<file path="src/rtl/data_mem_ctrl_if.sv">
// rtl/data_mem_ctrl_if.sv - external data-memory bus between the controller and memory
//
// Purpose: bundles the single-outstanding request/ack memory bus.
// Signals:
//   mem_req    controller -> memory  request, high for the whole access
//   mem_we     controller -> memory  write qualifier for mem_req
//   mem_addr   controller -> memory  captured byte address
//   mem_wdata  controller -> memory  captured store data
//   mem_ack    memory -> controller  single-cycle completion strobe
//   mem_rdata  memory -> controller  load data, valid while mem_ack=1
// Modports: master (controller side), slave (memory side).

interface data_mem_ctrl_if #(
    parameter int DATA_WIDTH = 32
);
    logic                  mem_req;
    logic                  mem_we;
    logic [DATA_WIDTH-1:0] mem_addr;
    logic [DATA_WIDTH-1:0] mem_wdata;
    logic                  mem_ack;
    logic [DATA_WIDTH-1:0] mem_rdata;

    modport master (
        output mem_req,
        output mem_we,
        output mem_addr,
        output mem_wdata,
        input  mem_ack,
        input  mem_rdata
    );

    modport slave (
        input  mem_req,
        input  mem_we,
        input  mem_addr,
        input  mem_wdata,
        output mem_ack,
        output mem_rdata
    );
endinterface

</file>
<file path="src/rtl/data_mem_ctrl.sv">
// rtl/data_mem_ctrl.sv - load/store controller between a CPU datapath and external data memory
//
// Purpose: turns MemRead/MemWrite from the control unit into one request on the
// memory bus, stalls the pipeline while the access is in flight, bounds the wait
// for mem_ack with a timeout, and keeps sticky misalignment / bus-timeout flags.
// Ports:
//   clk        in   rising-edge clock
//   reset      in   asynchronous, active-high reset
//   MemWrite   in   store request
//   MemRead    in   load request
//   ALUOut     in   byte address
//   WriteData  in   store data
//   ReadData   out  load data to the result mux (holds between loads)
//   Stall      out  freezes PC and register-file write while high
//   AddrErr    out  sticky misaligned-access flag
//   BusErr     out  sticky timed-out-access flag
//   mem        master side of data_mem_ctrl_if (mem_req/we/addr/wdata, mem_ack/rdata)

module data_mem_ctrl #(
    parameter int DATA_WIDTH = 32,
    parameter int TIMEOUT    = 15
) (
    input  logic                  clk,
    input  logic                  reset,
    input  logic                  MemWrite,
    input  logic                  MemRead,
    input  logic [DATA_WIDTH-1:0] ALUOut,
    input  logic [DATA_WIDTH-1:0] WriteData,
    output logic [DATA_WIDTH-1:0] ReadData,
    output logic                  Stall,
    output logic                  AddrErr,
    output logic                  BusErr,
    data_mem_ctrl_if.master       mem
);

    typedef enum logic [1:0] {
        S_IDLE = 2'd0,
        S_REQ  = 2'd1,
        S_DONE = 2'd2
    } state_t;

    localparam int                 CNT_W    = $clog2(TIMEOUT + 1);
    localparam logic [CNT_W-1:0]   CNT_LAST = CNT_W'(TIMEOUT - 1);
    localparam logic [CNT_W-1:0]   CNT_MAX  = {CNT_W{1'b1}};
    localparam logic [DATA_WIDTH-1:0] BUS_ERR_DATA = DATA_WIDTH'(32'hDEADBEEF);

    state_t                state_q, state_d;
    logic                  req_q, req_d;
    logic                  we_q, we_d;
    logic [DATA_WIDTH-1:0] addr_q, addr_d;
    logic [DATA_WIDTH-1:0] wdata_q, wdata_d;
    logic [DATA_WIDTH-1:0] rdata_q, rdata_d;
    logic                  addr_err_q, addr_err_d;
    logic                  bus_err_q, bus_err_d;
    logic [CNT_W-1:0]      cnt_q, cnt_d;

    logic acc;
    logic aligned;

    assign acc     = MemRead | MemWrite;
    assign aligned = (ALUOut[1:0] == 2'b00);

    always_comb begin
        state_d    = state_q;
        req_d      = req_q;
        we_d       = we_q;
        addr_d     = addr_q;
        wdata_d    = wdata_q;
        rdata_d    = rdata_q;
        addr_err_d = addr_err_q;
        bus_err_d  = bus_err_q;
        cnt_d      = cnt_q;

        case (state_q)
            S_IDLE: begin
                if (acc) begin
                    if (aligned) begin
                        addr_d  = ALUOut;
                        wdata_d = WriteData;
                        // A simultaneous read+write request is treated as a store.
                        we_d    = MemWrite;
                        cnt_d   = '0;
                        req_d   = 1'b1;
                        state_d = S_REQ;
                    end else begin
                        addr_err_d = 1'b1;
                    end
                end
            end

            S_REQ: begin
                if (mem.mem_ack) begin
                    if (!we_q) begin
                        rdata_d = mem.mem_rdata;
                    end
                    req_d   = 1'b0;
                    state_d = S_DONE;
                end else begin
                    // Saturating increment: the counter must never wrap back into range.
                    cnt_d = (cnt_q == CNT_MAX) ? cnt_q : cnt_q + CNT_W'(1);
                    // cnt_q counts completed un-acked REQ cycles, so this fires on the
                    // TIMEOUT-th REQ cycle.
                    if (cnt_q == CNT_LAST) begin
                        bus_err_d = 1'b1;
                        if (!we_q) begin
                            rdata_d = BUS_ERR_DATA;
                        end
                        req_d   = 1'b0;
                        state_d = S_DONE;
                    end
                end
            end

            // DONE is the commit cycle; it never starts a new access.
            S_DONE: begin
                state_d = S_IDLE;
            end

            default: begin
                req_d   = 1'b0;
                state_d = S_IDLE;
            end
        endcase
    end

    always_ff @(posedge clk or posedge reset) begin
        if (reset) begin
            state_q    <= S_IDLE;
            req_q      <= 1'b0;
            we_q       <= 1'b0;
            addr_q     <= '0;
            wdata_q    <= '0;
            rdata_q    <= '0;
            addr_err_q <= 1'b0;
            bus_err_q  <= 1'b0;
            cnt_q      <= '0;
        end else begin
            state_q    <= state_d;
            req_q      <= req_d;
            we_q       <= we_d;
            addr_q     <= addr_d;
            wdata_q    <= wdata_d;
            rdata_q    <= rdata_d;
            addr_err_q <= addr_err_d;
            bus_err_q  <= bus_err_d;
            cnt_q      <= cnt_d;
        end
    end

    // Stall rises in the detect cycle itself so the PC freezes before the request starts.
    assign Stall = ((state_q == S_IDLE) && acc && aligned) || (state_q == S_REQ);

    assign ReadData      = rdata_q;
    assign AddrErr       = addr_err_q;
    assign BusErr        = bus_err_q;
    assign mem.mem_req   = req_q;
    assign mem.mem_we    = we_q;
    assign mem.mem_addr  = addr_q;
    assign mem.mem_wdata = wdata_q;

endmodule

</file>
<file path="src/flat_wrapper.sv">
// flat-port wrapper written by rule: the top's interface ports become plain ports
module data_mem_ctrl_flat 
#(
    parameter int DATA_WIDTH = 32,
    parameter int TIMEOUT    = 15
)
  (clk, reset, MemWrite, MemRead, ALUOut, WriteData, ReadData, Stall, AddrErr, BusErr, mem_mem_req, mem_mem_we, mem_mem_addr, mem_mem_wdata, mem_mem_ack, mem_mem_rdata);
  data_mem_ctrl_if #(.DATA_WIDTH(DATA_WIDTH)) mem_i ();
  input  logic clk;
  input  logic reset;
  input  logic MemWrite;
  input  logic MemRead;
  input  logic [DATA_WIDTH-1:0] ALUOut;
  input  logic [DATA_WIDTH-1:0] WriteData;
  output logic [DATA_WIDTH-1:0] ReadData;
  output logic Stall;
  output logic AddrErr;
  output logic BusErr;
  output wire logic [$bits(mem_i.mem_req)-1:0] mem_mem_req;
  output wire logic [$bits(mem_i.mem_we)-1:0] mem_mem_we;
  output wire logic [$bits(mem_i.mem_addr)-1:0] mem_mem_addr;
  output wire logic [$bits(mem_i.mem_wdata)-1:0] mem_mem_wdata;
  input wire logic [$bits(mem_i.mem_ack)-1:0] mem_mem_ack;
  input wire logic [$bits(mem_i.mem_rdata)-1:0] mem_mem_rdata;
  assign mem_mem_req = mem_i.mem_req;
  assign mem_mem_we = mem_i.mem_we;
  assign mem_mem_addr = mem_i.mem_addr;
  assign mem_mem_wdata = mem_i.mem_wdata;
  assign mem_i.mem_ack = mem_mem_ack;
  assign mem_i.mem_rdata = mem_mem_rdata;
  data_mem_ctrl #(.DATA_WIDTH(DATA_WIDTH), .TIMEOUT(TIMEOUT)) u_core (.clk(clk), .reset(reset), .MemWrite(MemWrite), .MemRead(MemRead), .ALUOut(ALUOut), .WriteData(WriteData), .ReadData(ReadData), .Stall(Stall), .AddrErr(AddrErr), .BusErr(BusErr), .mem(mem_i));
endmodule
</file>
<file path="config.mk">
export PLATFORM = sky130hd
export DESIGN_NAME = data_mem_ctrl_flat
export DESIGN_NICKNAME = d
export VERILOG_FILES = /design/src/rtl/data_mem_ctrl_if.sv /design/src/rtl/data_mem_ctrl.sv /design/src/flat_wrapper.sv
export SDC_FILE = /design/constraint.sdc
export NUM_CORES = 1
export LEC_CHECK = 0
export BUFFER_PORTS_ARGS = -buffer_cell sky130_fd_sc_hd__buf_2
export CAP_MARGIN = 10
export CORE_ASPECT_RATIO = 0.7
export CORE_MARGIN = 10
export CORE_UTILIZATION = 45
export DETAILED_ROUTE_END_ITERATION = 6
export GPL_ROUTABILITY_DRIVEN = 0
export PLACE_DENSITY = 0.79
export SYNTH_ARGS = -nofsm -noshare
export SYNTH_HDL_FRONTEND = slang
export SYNTH_SLANG_ARGS = --single-unit
export TNS_END_PERCENT = 5
</file>
<file path="constraint.sdc">
create_clock -name clk -period 9.6 [get_ports clk]
set_input_delay 1.44 -clock clk [delete_from_list [all_inputs] [get_ports clk]]
set_output_delay 1.44 -clock clk [all_outputs]
set_load 0.01 [all_outputs]
</file>
==> results.toml <==
[synth]
synth_top_family_by_area = "multiplexers"
async_reset_ff_frac = 1.00
synth-compound-area-share = 0.0878
yosys.area_share.adder = 0.00614
yosysUniqueCellTypes = 34
synth-seq-area-share = 0.651
synthSimpleGateAreaFrac = 0.0359
synthMuxAreaShare = 0.186
synth-edff-count = 0
syn-num-nets = 360
synth.ff_latch_count = 106
yosys_warnings = 0
syn_inst = 257
synth.avg_cell_area_um2 = 15.9
ys_top_cells_by_area = "dfrtp_1 (65%), mux2_2 (14%), o22a_1 (5.2%)"
synthXorXnorAreaFrac = 0.00430
synth_ff_type = "dfrtp_1"
synth_area_um2 = 4080
synth_top_area_share = 0.651
yosysTopAreaCell = "dfrtp_1"

[clocking]
cts_buffers = 9
cts_tree = "done"
clock_sinks = 106
cts_setup_buffers = 0
cts_htree_levels = 3
cts_resized = 0
cts_buffer_depth = 2
cts-root-buf = "clkbuf_16"
postCtsHoldBufs = 0
clock_latency_ns = 0.33
clk_pin_slew_ns = 0.07

[critical_path]
startpoint_type = "primary input"
worst_path_most_repeated_cell = "buf_2"
critPathCaptureType = "output port"
required_ns = 8.16
slowest_stage = "or2_2"
cp_cell_sequence = "buf_2 > or2_2 > a21oi_1 > nor2_1 > buf_2"
path_buf_inv = 2
critPathTopFamily = "simple AND/OR/NAND/NOR gates"
worstSetupPathType = "in -> out"
arrival_ns = 2.23
critical_path.max_fanout = 4
max_stage_delay_ns = 0.35

[die]
boundaryPins = 202
initial_core_util = 0.471
core-area_um2 = 8650
rows = 28
dieWidth_um = 134
die_area_um2 = 13300
die_y_um = 99.6

[place]
numPortBuffers = 201
dp_hpwl_um = 8060

[timing]
report.final.setup_viol = 0
max_slew.worst_pin.slew_ns = 0.984
relSlewSlack = 0.344
rsz0062_at_grt = "false"
fin_crit_sh = 0.382
tns_ns = 0
final_hold_viol_count = 0
max_freq_ghz = 0.273
skew_ns = 0.00489
slew_violations = 0
period_needed_ns = 3.67

[outcome]
status = "finished clean"

[drt]
wl_met2_um = 5190
detail_route.first_pass.iterations = 4
top_layer = "met5"
drtAntennaViolNets = 0
wl_met1_um = 4110
avgRoutedWirePerCell_um = 18.0
drt_iter0_markers = 148
met3WireLength_um = 1040
drc_errors = 0
vias = 2855
viasPerCell = 4.91
postRouteWirelength_um = 10500

[cells_and_area]
fin_util = 0.631
area_growth_pct = 34.0
diodes = 0
nets = 559
drive_above_1_share = 0.616

[global_route]
grt_use_total = 0.154
grt_pass1_wl_um = 16600
grt_max_degree = 69
antenna_found_initial = 1
grt_pass1_vias = 3040
overflow = 0

[min_path]
min_path_type = "reg -> reg"

[power_and_ir_drop]
power-per-cell-area_nw_per_um2 = 272
p_leak_nw = 2.74
vdd_ir_drop_max_v = 0.000153

[flow_run]
maxCapViolCount = 0
## final cells by class
| type | count | area, µm² |
|---|---|---|
| clock buffer | 11 | 243 |
| clock inverter | 5 | 63.8 |
| fill | 710 | 3190 |
| inverter | 4 | 17.5 |
| multi-input combinational | 132 | 1310 |
| sequential | 106 | 2650 |
| tap | 120 | 150 |
| timing repair buffer | 203 | 1020 |
## flip-flops by register name, summed over array words and instances, names as in the netlist
name and flops:
u_core.cnt_q 4, u_core.AddrErr 1, u_core.mem.mem_wdata 32, u_core.ReadData 32, u_core.mem.mem_we 1, u_core.mem.mem_req 1
u_core.state_q 2, u_core.BusErr 1, u_core.mem.mem_addr 32
## placed cells by master (no fill, tap or decap), types with 2 or more instances in the layout
master / Yosys / layout
mux2_2: 49 / 49
o22a_1: 24 / 24
buf_2: 8 / 201
nand3_1: 3 / 3
and2_1: 3 / 3
mux2_1: 5 / 5
mux2_4: 10 / 10
nor2_1: 4 / 4
buf_4: 1 / 2
dfrtp_1: 106 / 106
clkbuf_16: 0 / 9
clkinv_4: 0 / 3
nand2_1: 3 / 3
nor3b_2: 2 / 2
ha_1: 2 / 2
a22o_1: 10 / 10
inv_1: 4 / 3
## layer usage
| layer | track usage | vias to the layer above |
|---|---|---|
| met2 | 0.250 | 122 |
| met3 | 0.0719 | 12 |
| met4 | 0.0425 | 2 |
| li1 | - | 1330 |
| met5 | 0 | - |
| met1 | 0.180 | 1389 |
## report_power, final
part / leakage (nW) / internal [mW] / switching, mW
Combinational: 1.35 / 0.229 / 0.218
Clock: 0.146 / 0.211 / 0.157
Sequential: 1.25 / 0.594 / 0.0779
## cell usage after synthesis, types with 2 or more instances
library cell	instances
dfrtp_1	106
ha_1	2
clkbuf_2	2
nor2_1	4
mux2_4	10
o22a_1	24
mux2_1	5
inv_1	4
nand2_1	3
buf_2	8
and2_1	3
buf_6	4
mux2_2	49
a22o_1	10
nand3_1	3
nor3b_2	2
## cells by family (layout without fill, tap and decap cells)
| group | count (synthesis) | after routing |
|---|---|---|
| buf+inv | 19 | 223 |
| simple gates | 22 | 22 |
| xor+xnor | 2 | 2 |
| mux | 64 | 64 |
| compound gates | 42 | 42 |
| fa+ha+maj | 2 | 2 |
| flops | 106 | 106 |
## final timing paths
path	startpoint	endpoint	slack (ns)	depth (start not counted)
max	MemWrite	Stall	5.93	5
min	u_core.BusErr	u_core.BusErr	0.47	1
max reg2reg	u_core.state_q[0]	u_core.mem.mem_addr[6]	7.29	3
min reg2reg	u_core.BusErr	u_core.BusErr	0.47	1
max in group asynchronous	reset	u_core.mem.mem_addr[4]	7.26	3
min in group asynchronous	reset	u_core.ReadData[30]	1.14	2
## stage by stage
step	hold slack, ns	area [µm²]	worst slack, ns	power, mW	cells
2_1_floorplan	0.503	4080	5.37	0.914	257
5_1_grt	0.498	5460	5.89	1.58	581
3_5_place_dp	0.453	5150	5.93	1.14	565
6_report	0.467	5460	5.93	1.49	581
4_1_cts	0.469	5460	5.93	1.51	581
3_3_place_gp	0.448	5150	5.94	1.12	565
Power figures use the tool's default switching activity.
